<file path="src/rtl/node_injector_if.sv">
// Node-side local link of a mesh router: packet request, payload stream and flit output
// with per-VC on/off and allocatable status.
interface node_injector_if #(
  parameter int unsigned MAX_PKT_LEN      = 8,
  parameter int unsigned VC_NUM           = 2,
  parameter int unsigned DEST_ADDR_SIZE_X = 2,
  parameter int unsigned DEST_ADDR_SIZE_Y = 2,
  parameter int unsigned PAYLOAD_W        = 16
);
  localparam int unsigned LenW  = $clog2(MAX_PKT_LEN + 1);
  localparam int unsigned VcW   = (VC_NUM > 1) ? $clog2(VC_NUM) : 1;
  localparam int unsigned FlitW = 2 + VcW + PAYLOAD_W;

  logic                        req_valid_i;
  logic                        req_ready_o;
  logic [DEST_ADDR_SIZE_X-1:0] req_x_dest_i;
  logic [DEST_ADDR_SIZE_Y-1:0] req_y_dest_i;
  logic [LenW-1:0]             req_len_i;
  logic                        pl_valid_i;
  logic                        pl_ready_o;
  logic [PAYLOAD_W-1:0]        pl_data_i;
  logic [FlitW-1:0]            data_o;
  logic                        is_valid_o;
  logic [VC_NUM-1:0]           is_on_off_i;
  logic [VC_NUM-1:0]           is_allocatable_i;

  modport master (
    output req_valid_i, req_x_dest_i, req_y_dest_i, req_len_i,
    output pl_valid_i, pl_data_i, is_on_off_i, is_allocatable_i,
    input  req_ready_o, pl_ready_o, data_o, is_valid_o
  );

  modport slave (
    input  req_valid_i, req_x_dest_i, req_y_dest_i, req_len_i,
    input  pl_valid_i, pl_data_i, is_on_off_i, is_allocatable_i,
    output req_ready_o, pl_ready_o, data_o, is_valid_o
  );
endinterface

</file>
<file path="src/rtl/node_injector.sv">
// Packetizes (dest, len) requests plus a payload stream into HEAD/BODY/TAIL/HEADTAIL flits
// on a round-robin selected virtual channel. Flit = {label[1:0], vc_id, payload}.
module node_injector #(
  parameter int unsigned MAX_PKT_LEN      = 8,
  parameter int unsigned VC_NUM           = 2,
  parameter int unsigned DEST_ADDR_SIZE_X = 2,
  parameter int unsigned DEST_ADDR_SIZE_Y = 2,
  parameter int unsigned PAYLOAD_W        = 16,
  parameter int unsigned X_CURRENT        = 0,
  parameter int unsigned Y_CURRENT        = 0
) (
  input  logic                        clk,
  input  logic                        rst,
  node_injector_if.slave              bus,
  output logic                        busy_o,
  output logic                        err_len_o,
  output logic [DEST_ADDR_SIZE_X-1:0] src_x_o,
  output logic [DEST_ADDR_SIZE_Y-1:0] src_y_o
);
  localparam int unsigned LenW  = $clog2(MAX_PKT_LEN + 1);
  localparam int unsigned VcW   = (VC_NUM > 1) ? $clog2(VC_NUM) : 1;
  localparam int unsigned FlitW = 2 + VcW + PAYLOAD_W;

  typedef enum logic [1:0] {
    LblHead     = 2'b00,
    LblBody     = 2'b01,
    LblTail     = 2'b10,
    LblHeadTail = 2'b11
  } flit_label_e;

  typedef enum logic [1:0] {StIdle, StVcSel, StSendHead, StSendBody} state_e;

  state_e                      r_state, w_state_next;
  logic [DEST_ADDR_SIZE_X-1:0] r_x, w_x_next;
  logic [DEST_ADDR_SIZE_Y-1:0] r_y, w_y_next;
  logic [LenW-1:0]             r_len, w_len_next;
  logic [LenW-1:0]             r_rem, w_rem_next;
  logic [VcW-1:0]              r_vc, w_vc_next;
  logic [VcW-1:0]              r_rr, w_rr_next;
  logic                        r_valid, w_valid_next;
  logic [FlitW-1:0]            r_data, w_data_next;
  logic                        r_err, w_err_next;

  logic                        w_found;
  logic [VcW-1:0]              w_pick;
  logic [VcW:0]                w_sum;
  logic [VcW:0]                w_rr_inc;
  logic                        w_len_ok;
  logic                        w_vc_on;

  // First VC at or after the rr pointer that is both free and switched on.
  always_comb begin
    w_found = 1'b0;
    w_pick  = '0;
    w_sum   = '0;
    for (int unsigned i = 0; i < VC_NUM; i++) begin
      w_sum = {1'b0, r_rr} + (VcW + 1)'(i);
      if (w_sum >= (VcW + 1)'(VC_NUM)) w_sum = w_sum - (VcW + 1)'(VC_NUM);
      if (!w_found && bus.is_allocatable_i[w_sum[VcW-1:0]] &&
          bus.is_on_off_i[w_sum[VcW-1:0]]) begin
        w_found = 1'b1;
        w_pick  = w_sum[VcW-1:0];
      end
    end
    w_rr_inc = {1'b0, w_pick} + (VcW + 1)'(1);
    if (w_rr_inc >= (VcW + 1)'(VC_NUM)) w_rr_inc = w_rr_inc - (VcW + 1)'(VC_NUM);
  end

  assign w_len_ok = (bus.req_len_i != '0) && (bus.req_len_i <= LenW'(MAX_PKT_LEN));
  assign w_vc_on  = bus.is_on_off_i[r_vc];

  always_comb begin
    w_state_next = r_state;
    w_x_next     = r_x;
    w_y_next     = r_y;
    w_len_next   = r_len;
    w_rem_next   = r_rem;
    w_vc_next    = r_vc;
    w_rr_next    = r_rr;
    w_valid_next = 1'b0;
    w_data_next  = r_data;
    w_err_next   = 1'b0;
    case (r_state)
      StIdle: begin
        if (bus.req_valid_i) begin
          if (w_len_ok) begin
            w_x_next     = bus.req_x_dest_i;
            w_y_next     = bus.req_y_dest_i;
            w_len_next   = bus.req_len_i;
            w_state_next = StVcSel;
          end else begin
            w_err_next = 1'b1;
          end
        end
      end
      StVcSel: begin
        if (w_found) begin
          w_vc_next    = w_pick;
          w_rr_next    = w_rr_inc[VcW-1:0];
          w_state_next = StSendHead;
        end
      end
      StSendHead: begin
        if (w_vc_on) begin
          w_valid_next = 1'b1;
          if (r_len == LenW'(1)) begin
            w_data_next  = {LblHeadTail, r_vc, PAYLOAD_W'({r_x, r_y})};
            w_state_next = StIdle;
          end else begin
            w_data_next  = {LblHead, r_vc, PAYLOAD_W'({r_x, r_y})};
            w_rem_next   = r_len - LenW'(1);
            w_state_next = StSendBody;
          end
        end
      end
      StSendBody: begin
        if (bus.pl_valid_i && w_vc_on) begin
          w_valid_next = 1'b1;
          w_rem_next   = r_rem - LenW'(1);
          if (r_rem == LenW'(1)) begin
            w_data_next  = {LblTail, r_vc, bus.pl_data_i};
            w_state_next = StIdle;
          end else begin
            w_data_next = {LblBody, r_vc, bus.pl_data_i};
          end
        end
      end
      default: w_state_next = StIdle;
    endcase
  end

  always_ff @(posedge clk or posedge rst) begin
    if (rst) begin
      r_state <= StIdle;
      r_x     <= '0;
      r_y     <= '0;
      r_len   <= '0;
      r_rem   <= '0;
      r_vc    <= '0;
      r_rr    <= '0;
      r_valid <= 1'b0;
      r_data  <= '0;
      r_err   <= 1'b0;
    end else begin
      r_state <= w_state_next;
      r_x     <= w_x_next;
      r_y     <= w_y_next;
      r_len   <= w_len_next;
      r_rem   <= w_rem_next;
      r_vc    <= w_vc_next;
      r_rr    <= w_rr_next;
      r_valid <= w_valid_next;
      r_data  <= w_data_next;
      r_err   <= w_err_next;
    end
  end

  // Ready is gated by rst so the request port reads not-ready while held in reset.
  assign bus.req_ready_o = (r_state == StIdle) && !rst;
  assign bus.pl_ready_o  = (r_state == StSendBody) && w_vc_on;
  assign bus.data_o      = r_data;
  assign bus.is_valid_o  = r_valid;
  assign busy_o          = (r_state != StIdle);
  assign err_len_o       = r_err;
  assign src_x_o         = DEST_ADDR_SIZE_X'(X_CURRENT);
  assign src_y_o         = DEST_ADDR_SIZE_Y'(Y_CURRENT);
endmodule

</file>
<file path="src/flat_wrapper.sv">
// flat-port wrapper written by rule: the top's interface ports become plain ports
module node_injector_flat 
#(
  parameter int unsigned MAX_PKT_LEN      = 8,
  parameter int unsigned VC_NUM           = 2,
  parameter int unsigned DEST_ADDR_SIZE_X = 2,
  parameter int unsigned DEST_ADDR_SIZE_Y = 2,
  parameter int unsigned PAYLOAD_W        = 16,
  parameter int unsigned X_CURRENT        = 0,
  parameter int unsigned Y_CURRENT        = 0
)
  (clk, rst, busy_o, err_len_o, src_x_o, src_y_o, bus_req_valid_i, bus_req_x_dest_i, bus_req_y_dest_i, bus_req_len_i, bus_pl_valid_i, bus_pl_data_i, bus_is_on_off_i, bus_is_allocatable_i, bus_req_ready_o, bus_pl_ready_o, bus_data_o, bus_is_valid_o);
  node_injector_if #(.MAX_PKT_LEN(MAX_PKT_LEN), .VC_NUM(VC_NUM), .DEST_ADDR_SIZE_X(DEST_ADDR_SIZE_X), .DEST_ADDR_SIZE_Y(DEST_ADDR_SIZE_Y), .PAYLOAD_W(PAYLOAD_W)) bus_i ();
  input  logic clk;
  input  logic rst;
  output logic busy_o;
  output logic err_len_o;
  output logic [DEST_ADDR_SIZE_X-1:0] src_x_o;
  output logic [DEST_ADDR_SIZE_Y-1:0] src_y_o;
  input wire logic [$bits(bus_i.req_valid_i)-1:0] bus_req_valid_i;
  input wire logic [$bits(bus_i.req_x_dest_i)-1:0] bus_req_x_dest_i;
  input wire logic [$bits(bus_i.req_y_dest_i)-1:0] bus_req_y_dest_i;
  input wire logic [$bits(bus_i.req_len_i)-1:0] bus_req_len_i;
  input wire logic [$bits(bus_i.pl_valid_i)-1:0] bus_pl_valid_i;
  input wire logic [$bits(bus_i.pl_data_i)-1:0] bus_pl_data_i;
  input wire logic [$bits(bus_i.is_on_off_i)-1:0] bus_is_on_off_i;
  input wire logic [$bits(bus_i.is_allocatable_i)-1:0] bus_is_allocatable_i;
  output wire logic [$bits(bus_i.req_ready_o)-1:0] bus_req_ready_o;
  output wire logic [$bits(bus_i.pl_ready_o)-1:0] bus_pl_ready_o;
  output wire logic [$bits(bus_i.data_o)-1:0] bus_data_o;
  output wire logic [$bits(bus_i.is_valid_o)-1:0] bus_is_valid_o;
  assign bus_i.req_valid_i = bus_req_valid_i;
  assign bus_i.req_x_dest_i = bus_req_x_dest_i;
  assign bus_i.req_y_dest_i = bus_req_y_dest_i;
  assign bus_i.req_len_i = bus_req_len_i;
  assign bus_i.pl_valid_i = bus_pl_valid_i;
  assign bus_i.pl_data_i = bus_pl_data_i;
  assign bus_i.is_on_off_i = bus_is_on_off_i;
  assign bus_i.is_allocatable_i = bus_is_allocatable_i;
  assign bus_req_ready_o = bus_i.req_ready_o;
  assign bus_pl_ready_o = bus_i.pl_ready_o;
  assign bus_data_o = bus_i.data_o;
  assign bus_is_valid_o = bus_i.is_valid_o;
  node_injector #(.MAX_PKT_LEN(MAX_PKT_LEN), .VC_NUM(VC_NUM), .DEST_ADDR_SIZE_X(DEST_ADDR_SIZE_X), .DEST_ADDR_SIZE_Y(DEST_ADDR_SIZE_Y), .PAYLOAD_W(PAYLOAD_W), .X_CURRENT(X_CURRENT), .Y_CURRENT(Y_CURRENT)) u_core (.clk(clk), .rst(rst), .bus(bus_i), .busy_o(busy_o), .err_len_o(err_len_o), .src_x_o(src_x_o), .src_y_o(src_y_o));
endmodule
</file>
<file path="config.mk">
export PLATFORM = sky130hd
export DESIGN_NAME = node_injector_flat
export DESIGN_NICKNAME = d
export VERILOG_FILES = /design/src/rtl/node_injector_if.sv /design/src/rtl/node_injector.sv /design/src/flat_wrapper.sv
export SDC_FILE = /design/constraint.sdc
export NUM_CORES = 1
export LEC_CHECK = 0
export BUFFER_PORTS_ARGS = -buffer_cell sky130_fd_sc_hd__buf_4
export CAP_MARGIN = 10
export CORE_MARGIN = 2
export CORE_UTILIZATION = 45
export DETAILED_ROUTE_END_ITERATION = 6
export HOLD_SLACK_MARGIN = 0.1
export PLACE_DENSITY_LB_ADDON = 0.12
export SETUP_SLACK_MARGIN = 0.15
export SLEW_MARGIN = 25
export SYNTH_ARGS = -nofsm -noshare
export SYNTH_HDL_FRONTEND = slang
export SYNTH_SLANG_ARGS = --single-unit
</file>
<file path="constraint.sdc">
create_clock -name clk -period 1.7 [get_ports clk]
set_clock_uncertainty 0.1 [all_clocks]
set_input_delay 0.085 -clock clk [delete_from_list [all_inputs] [get_ports clk]]
set_output_delay 0.085 -clock clk [all_outputs]
set_load 0.02 [all_outputs]
</file>
Word-level counts from Yosys, hierarchy flattened --
Index checks and enable logic that the tools add are counted.
Operators by class: add/sub/neg operators 7, order comparisons 7, eq/ne operators 12, multiplexer cells 40, reductions and logical operators 18
Operators with widths (number):
- 19-bit 2-to-1 mux | 4
- 19-bit one-hot mux with 2 select lines | 1
- 1-bit 2-to-1 mux | 22
- 2-bit 2-to-1 mux | 7
- 4-bit 2-to-1 mux | 3
- 2-bit by 1-bit inequality test with 1-bit output, second input constant | 5
- 4-bit by 1-bit equality test with 1-bit output, second input constant | 2
- 2-bit one-hot mux with 4 select lines | 1
- 4-bit one-hot mux with 2 select lines | 1
- 4-bit by 1-bit subtractor with 4-bit output, second input constant | 2
- 1-bit logical AND | 7
- 1-bit by 2-bit < comparator with 1-bit output, second input constant | 3
- 3-bit AND reduction | 2
- 6-bit AND reduction | 1
- 1-bit by 1-bit adder with 2-bit output, second input constant | 2
- 2-bit equality test, second input constant | 2
- 2-bit >= comparator, second input constant | 2
- 4-bit less-or-equal comparator, second input constant | 1
- 2-bit inequality test, second input constant | 2
- 4-bit AND reduction | 1
- 2-bit nonzero test | 2
- 4-bit nonzero test | 1
- 1-bit subtractor, second input constant | 3
- 2-bit by 1-bit equality test with 1-bit output, second input constant | 1
- other kinds (5) | 6
Storage, ports and cells: register bits after elaboration 37, input bits 32, output and inout port bits 28, word-level logic and storage cells 94

Longest topological paths before layout --
Gate-level depths: netlist (run 1).
depth in word-level cells 13, mapped depth 6, mapped depth without buffers 6

Worst setup path after synthesis (run 1) --
No wires, ideal clock.
path type register -> register, start point reg u_core.r_len[1], end point reg u_core.r_rem[0], library setup time 0.124 ns, arrival time 1.522 ns, required time 1.476 ns, slack -0.046 ns, cell stages (with the launch flop) 7, path buffers 0, period minus slack after synthesis 1.746 ns, cell sequence dfrtp_1 > inv_1 > ha_1 > or3b_4 > o2111ai_4 > nor3_1 > a211o_1
On the way: cells in the longest elaborated chain, start to end 3
RTL lines:
- from (decl) | RTL line node_injector.sv:36 | logic [LenW-1:0] r_len, w_len_next;
- from (signal assigned) | RTL line node_injector.sv:148 | r_len <= w_len_next;
- 4-bit by 1-bit equality test with 1-bit output | RTL line node_injector.sv:106 | if (r_len == LenW'(1)) begin
- 2-bit inequality test (no source line)
- 4-bit AND reduction (no source line)
- to (signal assigned) | RTL line node_injector.sv:149 | r_rem <= w_rem_next;
- to (decl) | RTL line node_injector.sv:37 | logic [LenW-1:0] r_rem, w_rem_next;
No other way between the ends. A chain may end at the register's enable or synchronous reset.

Final worst setup path (run 1) --
Same ends and word-level chain as after synthesis.

==> flow_metrics.tcl, run 1 <==
set metrics [dict create \
    port_buffers 55 \
    yosysSeqAreaShare 0.526 \
    finalMaxSlewViolations 0 \
    rrSetupSlack_ps -100 \
    antenna_found_initial 0 \
    root_buffer "clkbuf_8" \
    rr_worst_depth 6 \
    fin_crit_sh 1.06 \
    post-place-ws_ps -109 \
    hold_violations 0 \
    die-area_um2 4430 \
    hp-class "input port to flip-flop" \
    clk_latency_ps 290 \
    antenna_cells 0 \
    routedWlPerCell_um 14.6 \
    cts_htree_levels 2 \
    layout_setup_ws_ps -98.9 \
    dr.pass1.iters 4 \
    cts_tree "yes" \
    async_flop_share 1.00 \
    required_ps 1780 \
    clockBufferDepth 2 \
    clk_pin_slew_ps 70 \
    drt-total-wl_mm 4.67 \
    fin_setup_tns_ps -297 \
    grt_max_degree 38 \
    rows 22 \
    period_minus_slack_ps 1800 \
    route.detailed.drc 0 \
    pwr_density_cell_nw_per_um2 1720 \
    setup_viol_count_final 5 \
    nFillCells 246 \
    critical_path_class "flip-flop to flip-flop" \
    reg2reg_from "u_core.r_len[1]" \
    peakVddDrop_mv 0.977 \
    whs_ps 206 \
    end_kind "flip-flop" \
    layout_commonest_cell "buf_4" \
    drive_gt1_frac 0.438 \
    fmax_mhz 556 \
    violations "setup timing" \
    yosys_warnings 0 \
    dp_hpwl_mm 2.93 \
    die_h_um 66.6 \
    cts_buffers 5 \
    fp.coreArea_um2 3720 \
    status "finished, violations left" \
    drt_iter0_drc 57 \
    synth_seq_cells 37 \
    r2r_end "u_core.r_rem[0]" \
    vias 1632 \
    track_usage 0.218 \
    gp_congestion 0.816 \
    final_cell_mix "buf_4 (74), dfrtp_1 (36), dlygate4sd3_1 (30), nand2_1 (14), a22o_1 (12)" \
    synthFlopType "dfrtp_1" \
    clkSinkCount 37 \
    die_x_um 66.6 \
    grt_pass1_vias 1576 \
    via_per_inst 5.10 \
    final_antenna_net_count 0 \
    syn_area_um2 1760 \
    grt_setup_unrepaired "yes" \
    drv_cap 0 \
    path_max_fanout 5 \
    synth-edff-count 0 \
    initial_core_util 0.474 \
    syn_inst 162 \
    p_leak_uw 0.00141 \
    grt_overflow 0 \
    syn_avg_cell_area_um2 10.9 \
    crit_arrival_ps 1880 \
    yosys.cell_types.count 34 \
    cp-start-kind "flip-flop" \
    holdPathStages 4 \
    worstHoldStart "bus_is_on_off_i[1]" \
    grt_pass1_wl_mm 7.25 \
    synth_area_leaders "dfrtp_1 (53%), a22o_1 (6.0%), mux2_2 (5.8%), o21ai_0 (3.7%), nand2_1 (3.2%)" \
    final_nets 307 \
    yosys.area.top_type_share 0.526 \
    io_pins 60 \
    areaGrowthSynthToFinish_pct 62.8 \
    holdPathEnd "u_core.r_state[0]" \
    yosysTopAreaCell "dfrtp_1" \
]
[where the power goes]
group          switching [uW]  internal, uW  total, uW
Clock                     321           283        604
Combinational            1350          1380       2730
Sequential                298          1300       1600
[timing repair]
action | CTS | global route
setup endpoints to repair | 21 | 25
hold buffers | 32 | 1
gates resized for setup | 11 | 25
pin swaps | 1 | 5
hold endpoints to repair | 64 | 1
buffers inserted | 4 | 3
[synthesized netlist by cell type (all sizes together) (2+ instances only)]
library cell  number
a21oi              7
a22o              12
and2               4
buf               10
dfrtp             37
ha                 4
inv                7
mux2              10
mux2i              4
nand2             16
nand2b             2
nor2              12
nor2b              2
nor3               5
o21ai             13
xor2               2
[through the flow]
stage,instances,utilization,instance area (um^2),power [uW]
6_report,320,0.772,2870,4940
5_1_grt,320,0.772,2870,5250
2_1_floorplan,165,-,1780,2970
4_1_cts,317,0.743,2760,4660
3_5_place_dp,273,0.618,2300,3870
3_3_place_gp,273,0.618,2300,3780
[layout make-up]
type                            instances  area (um^2)  share of cell area
Tap cell                               48         60.1              0.0209
Inverter                                7         26.3             0.00916
Timing Repair Buffer                  109          915               0.319
Multi-Input combinational cell        111          853               0.298
Clock buffer                            5         68.8              0.0240
Clock inverter                          3         17.5             0.00611
Sequential cell                        37          927               0.323
[worst max-delay path, stage by stage, from the launching register on]
cell and delay, ps:
dfrtp_1 400, inv_2 80, ha_4 110, or3b_4 390
o2111ai_4 280, nor3_2 70, a211o_1 260
[registers in the layout, indices dropped and copies added (netlist names)]
register and cells:
u_core.r_state 2, u_core.bus.data_o 19, u_core.bus.is_valid_o 1, u_core.r_len 4, u_core.r_x 2, u_core.r_y 2
u_core.err_len_o 1, u_core.r_vc 1, u_core.r_rem 4, u_core.r_rr 1
[cells by family (layout without fill, tap and decap cells)]
kind of cell               count (synthesis)  after routing  share of synthesized area
muxes                                     14             14                     0.0866
xor gates and xnor gates                   3              3                     0.0149
and+or+nand+nor                           47             47                      0.133
other                                      1              4                    0.00213
AOI/OAI and AO/OA                         39             39                      0.159
DFF                                       37             37                      0.526
adders and majority gates                  4              4                     0.0284
buffers and inverters                     17            124                     0.0504
[worst max path at each step]
| stage | cells after the start | to | from |
|---|---|---|---|
| global placement | 6 | u_core.r_rem[0] | u_core.r_len[1] |
| floorplan | 6 | u_core.r_rem[0] | u_core.r_len[1] |
| global route | 6 | u_core.r_rem[0] | u_core.r_len[1] |
| detailed placement | 6 | u_core.r_rem[0] | u_core.r_len[1] |
| CTS | 6 | u_core.r_rem[0] | u_core.r_len[1] |
| finish | 6 | u_core.r_rem[0] | u_core.r_len[1] |
[metal layers]
layer,vias up,global-route usage,share of wire
met5,-,0,0
met4,0,0.0561,0.010
met3,8,0.0574,0.048
met2,49,0.385,0.53
met1,793,0.261,0.41
li1,782,-,-
Note: power is estimated with default switching activity, not from simulation.
==> inputs of run 2 (changes only) <==
- CORE_MARGIN: 2 -> unset
- CORE_UTILIZATION: 45 -> 49
- clock period: 1.7 -> 1.95 ns (I/O delays scaled with it)
==> flow_metrics.tcl, run 2 (synthesis gave the netlist of run 1 again) <==
set metrics [dict create \
    status "complete, no violations" \
    drt-total-wl_mm 4.27 \
    final_nets 297 \
    grt_busiest_layer "met2" \
    via_per_inst 5.06 \
    track_usage 0.235 \
    grt_overflow 0 \
    clk_latency_ps 350 \
    final_antenna_net_count 0 \
    hp-class "input port to flip-flop" \
    cts_tree "yes" \
    multi_input_area_um2 763 \
    whs_ps 264 \
    grt_pass1_wl_mm 6.38 \
    reg2reg_from "u_core.r_len[1]" \
    crit_arrival_ps 1920 \
    nFillCells 227 \
    dp_hpwl_mm 2.74 \
    rrSetupSlack_ps 170 \
    antenna_cells 0 \
    clockBufferDepth 2 \
    port_buffers 55 \
    final_cell_mix "buf_4 (67), dfrtp_1 (37), dlygate4sd3_1 (32), nand2_1 (15), o21ai_0 (13)" \
    final_util 0.785 \
    r2r_end "u_core.r_rem[0]" \
    peakVddDrop_mv 0.737 \
    grt_pass1_vias 1463 \
    io_pins 60 \
    met1_usage 0.257 \
    initial_core_util 0.520 \
    rr_worst_depth 6 \
    setup_viol_count_final 0 \
    routedWlPerCell_um 13.9 \
    clk_pin_slew_ps 120 \
    route.detailed.drc 0 \
    gp_congestion 0.899 \
    root_buffer "clkbuf_4" \
    critical_path_class "flip-flop to flip-flop" \
    pwr_density_cell_nw_per_um2 1440 \
    dr.pass1.iters 4 \
    cts_buffers 5 \
    antenna_found_initial 0 \
    end_kind "flip-flop" \
    die_x_um 62.0 \
    required_ps 2090 \
    cp-start-kind "flip-flop" \
    die-area_um2 3840 \
    layout_setup_ws_ps 174 \
    worstHoldStart "bus_is_on_off_i[1]" \
    holdPathStages 5 \
    fin_crit_sh 0.911 \
    vias 1559 \
    total_power_uw 3840 \
    grt_setup_unrepaired "yes" \
    drive_gt1_frac 0.344 \
    die_h_um 62.0 \
    fp.coreArea_um2 3390 \
    hold_violations 0 \
    drv_cap 0 \
    clkSinkCount 37 \
    finalMaxSlewViolations 0 \
    grt_util_met3 0.0600 \
    seq_area_um2 926 \
    p_leak_uw 0.00132 \
    met2_usage 0.429 \
    post-place-ws_ps 111 \
    drt_iter0_drc 52 \
    grt_max_degree 38 \
    path_max_fanout 4 \
    cts_htree_levels 2 \
    areaGrowthSynthToFinish_pct 51.1 \
    largest_reg_flops 19 \
    holdPathEnd "u_core.r_state[0]" \
    period_minus_slack_ps 1780 \
    fin_setup_tns_ps 0 \
    fmax_mhz 563 \
    layout_commonest_cell "buf_4" \
    rows 21 \
]
[run 2: critical path, cell delays in order (launching register included)]
cell,delay (ps)
dfrtp_1,410
inv_2,60
ha_1,120
or3b_4,400
o2111ai_4,250
nor3_2,70
a211o_1,260
[run 2: what timing repair did]
item	in CTS	in global routing
setup endpoints to repair	1	4
endpoints found under the hold margin	66	0
hold buffers	32	0
setup buffers	3	3
resized for setup	0	2
pin swaps	1	1
[run 2: report_power, final]
group / switching [uW] / internal, uW / total (uW) / leakage, uW
Clock: 268 / 176 / 444 / 0.0000382
Combinational: 1030 / 979 / 2010 / 0.000816
Sequential: 260 / 1130 / 1390 / 0.000467
Total: 1560 / 2290 / 3840 / 0.00132
[run 2: final cells by class]
class / instances / area share
Clock buffer: 6 / 0.0193
Clock inverter: 2 / 0.00517
Inverter: 7 / 0.00987
Multi-Input combinational cell: 111 / 0.287
Sequential cell: 37 / 0.348
Tap cell: 46 / 0.0216
Timing Repair Buffer: 99 / 0.309
[run 2: how the worst max path moves through the flow]
stage / startpoint / endpoint
after floorplan: u_core.r_len[1] / u_core.r_rem[0]
after global placement: u_core.r_len[1] / u_core.r_rem[0]
after detailed placement: u_core.r_len[1] / u_core.r_rem[0]
after CTS: u_core.r_len[1] / u_core.r_rem[0]
after global routing: u_core.r_len[1] / u_core.r_rem[0]
final: u_core.r_len[1] / u_core.r_rem[0]
[run 2: stage by stage]
step / cells / cell area (um^2)
2_1_floorplan: 165 / 1770
3_3_place_gp: 262 / 2230
3_5_place_dp: 262 / 2230
4_1_cts: 305 / 2630
5_1_grt: 308 / 2660
6_report: 308 / 2660
[run 2: routing by layer]
metal / share of wire / wire [um]
met1: 0.41 / 1740
met2: 0.53 / 2260
met3: 0.050 / 212
met4: 0.013 / 57
met5: 0 / 0
==> inputs of run 3 (changes only) <==
- MAX_ROUTING_LAYER: unset -> met4
==> flow_metrics.tcl, run 3 (synthesis gave the netlist of run 1 again) <==
set metrics [dict create \
    status "complete, no violations" \
    met1_usage 0.258 \
    final_cell_mix "buf_4 (67), dfrtp_1 (37), dlygate4sd3_1 (32), nand2_1 (15), o21ai_0 (13)" \
    largest_reg_flops 19 \
    layout_commonest_cell "buf_4" \
    drt_iter0_drc 75 \
    dp_hpwl_mm 2.74 \
    cts_buffers 5 \
    route.detailed.drc 0 \
    p_leak_uw 0.00132 \
    grt_overflow 0 \
    grt_pass1_vias 1463 \
    antenna_cells 0 \
    crit_family "compound AO/OA/AOI/OAI gates" \
    final_nets 297 \
    fp.coreArea_um2 3390 \
    routedWlPerCell_um 13.8 \
    max_stage_delay_ps 410 \
    track_usage 0.243 \
    period_minus_slack_ps 1780 \
    layout_setup_ws_ps 175 \
    clk_pin_slew_ps 120 \
    crit_arrival_ps 1920 \
    cts_htree_levels 2 \
    nFillCells 227 \
    clk_latency_ps 350 \
    gp_congestion 0.914 \
    path_buf_inv 1 \
    final_antenna_net_count 0 \
    fin_cells 308 \
    fmax_mhz 563 \
    drv_cap 0 \
    cp-start-kind "flip-flop" \
    grt_setup_unrepaired "yes" \
    grt_pass1_wl_mm 6.38 \
    holdPathStages 5 \
    die-area_um2 3840 \
    die_x_um 62.0 \
    critical_path_class "flip-flop to flip-flop" \
    finalMaxSlewViolations 0 \
    io_pins 60 \
    drive_gt1_frac 0.344 \
    via_per_inst 5.05 \
    areaGrowthSynthToFinish_pct 51.1 \
    hp-class "input port to flip-flop" \
    rr_worst_depth 6 \
    final_util 0.785 \
    drt-total-wl_mm 4.25 \
    fin_setup_tns_ps 0 \
    path_max_fanout 4 \
    rows 21 \
    met2_usage 0.429 \
    required_ps 2090 \
    cp_slowest_cell "dfrtp_1" \
    end_kind "flip-flop" \
    die_h_um 62.0 \
    post-place-ws_ps 111 \
    vias 1554 \
    cts_tree "yes" \
    root_buffer "clkbuf_4" \
    hold_violations 0 \
    grt_max_degree 38 \
    total_power_uw 3840 \
    cp_cell_sequence "inv_2 > ha_1 > or3b_4 > o2111ai_4 > nor3_2 > a211o_1" \
    cp_num_cells 6 \
    pwr_density_cell_nw_per_um2 1440 \
    antenna_found_initial 0 \
    initial_core_util 0.520 \
    port_buffers 55 \
    fin_crit_sh 0.910 \
    clockBufferDepth 2 \
    grt_busiest_layer "met2" \
    dr.pass1.iters 5 \
    grt_util_met3 0.0580 \
    setup_viol_count_final 0 \
    peakVddDrop_mv 0.738 \
    dp.cells 262 \
    clkSinkCount 37 \
]
## run 3: cell counts in the layout (fill, tap and decap cells not counted)
Identical to the previous run, type by type.
## run 3: repair_timing
action	CTS	global route
hold endpoints to repair	66	0
pin swaps	1	1
buffers inserted	3	3
gates resized for setup	0	2
hold buffers	32	0
setup endpoints to repair	1	4
## run 3: path summary, 6_finish.rpt
kind	from	endpoint	slack (ps)
max	u_core.r_len[1]	u_core.r_rem[0]	170
min reg2reg	u_core.r_rr	u_core.r_rr	370
max in group asynchronous	rst	u_core.r_rem[0]	1120
min in group asynchronous	rst	u_core.r_y[1]	310
min	bus_is_on_off_i[1]	u_core.r_state[0]	260
max reg2reg	u_core.r_len[1]	u_core.r_rem[0]	170
## run 3: power breakdown
group	leakage, uW	switching [uW]	internal (uW)	total, uW
sequential	0.000467	260	1130	1390
clock	0.0000382	269	176	445
combinational	0.000816	1030	979	2010
## run 3: layer usage
metal / share of wire / vias up / wire [um]
li1: - / 753 / -
met1: 0.41 / 738 / 1750
met2: 0.53 / 56 / 2250
met3: 0.046 / 7 / 194
met4: 0.013 / 0 / 57
met5: 0 / - / 0
## run 3: layout make-up
class                      count  area [um^2]  share of cell area
clock buffer                   6         51.3              0.0193
sequential                    37          926               0.348
multi-input combinational    111          763               0.287
clock inverter                 2         13.8             0.00517
timing repair buffer          99          823               0.309
tap                           46         57.6              0.0216
inverter                       7         26.3             0.00987
## run 3: worst reg2reg max path: stages, from the launching register on
cell	delay, ps
dfrtp_1	410
inv_2	60
ha_1	120
or3b_4	400
o2111ai_4	250
nor3_2	70
a211o_1	260
## run 3: metrics by stage
step,hold slack (ps),cell area (um^2)
2_1_floorplan,92.3,1770
3_3_place_gp,138,2230
3_5_place_dp,146,2230
4_1_cts,243,2630
5_1_grt,295,2660
6_report,263,2660
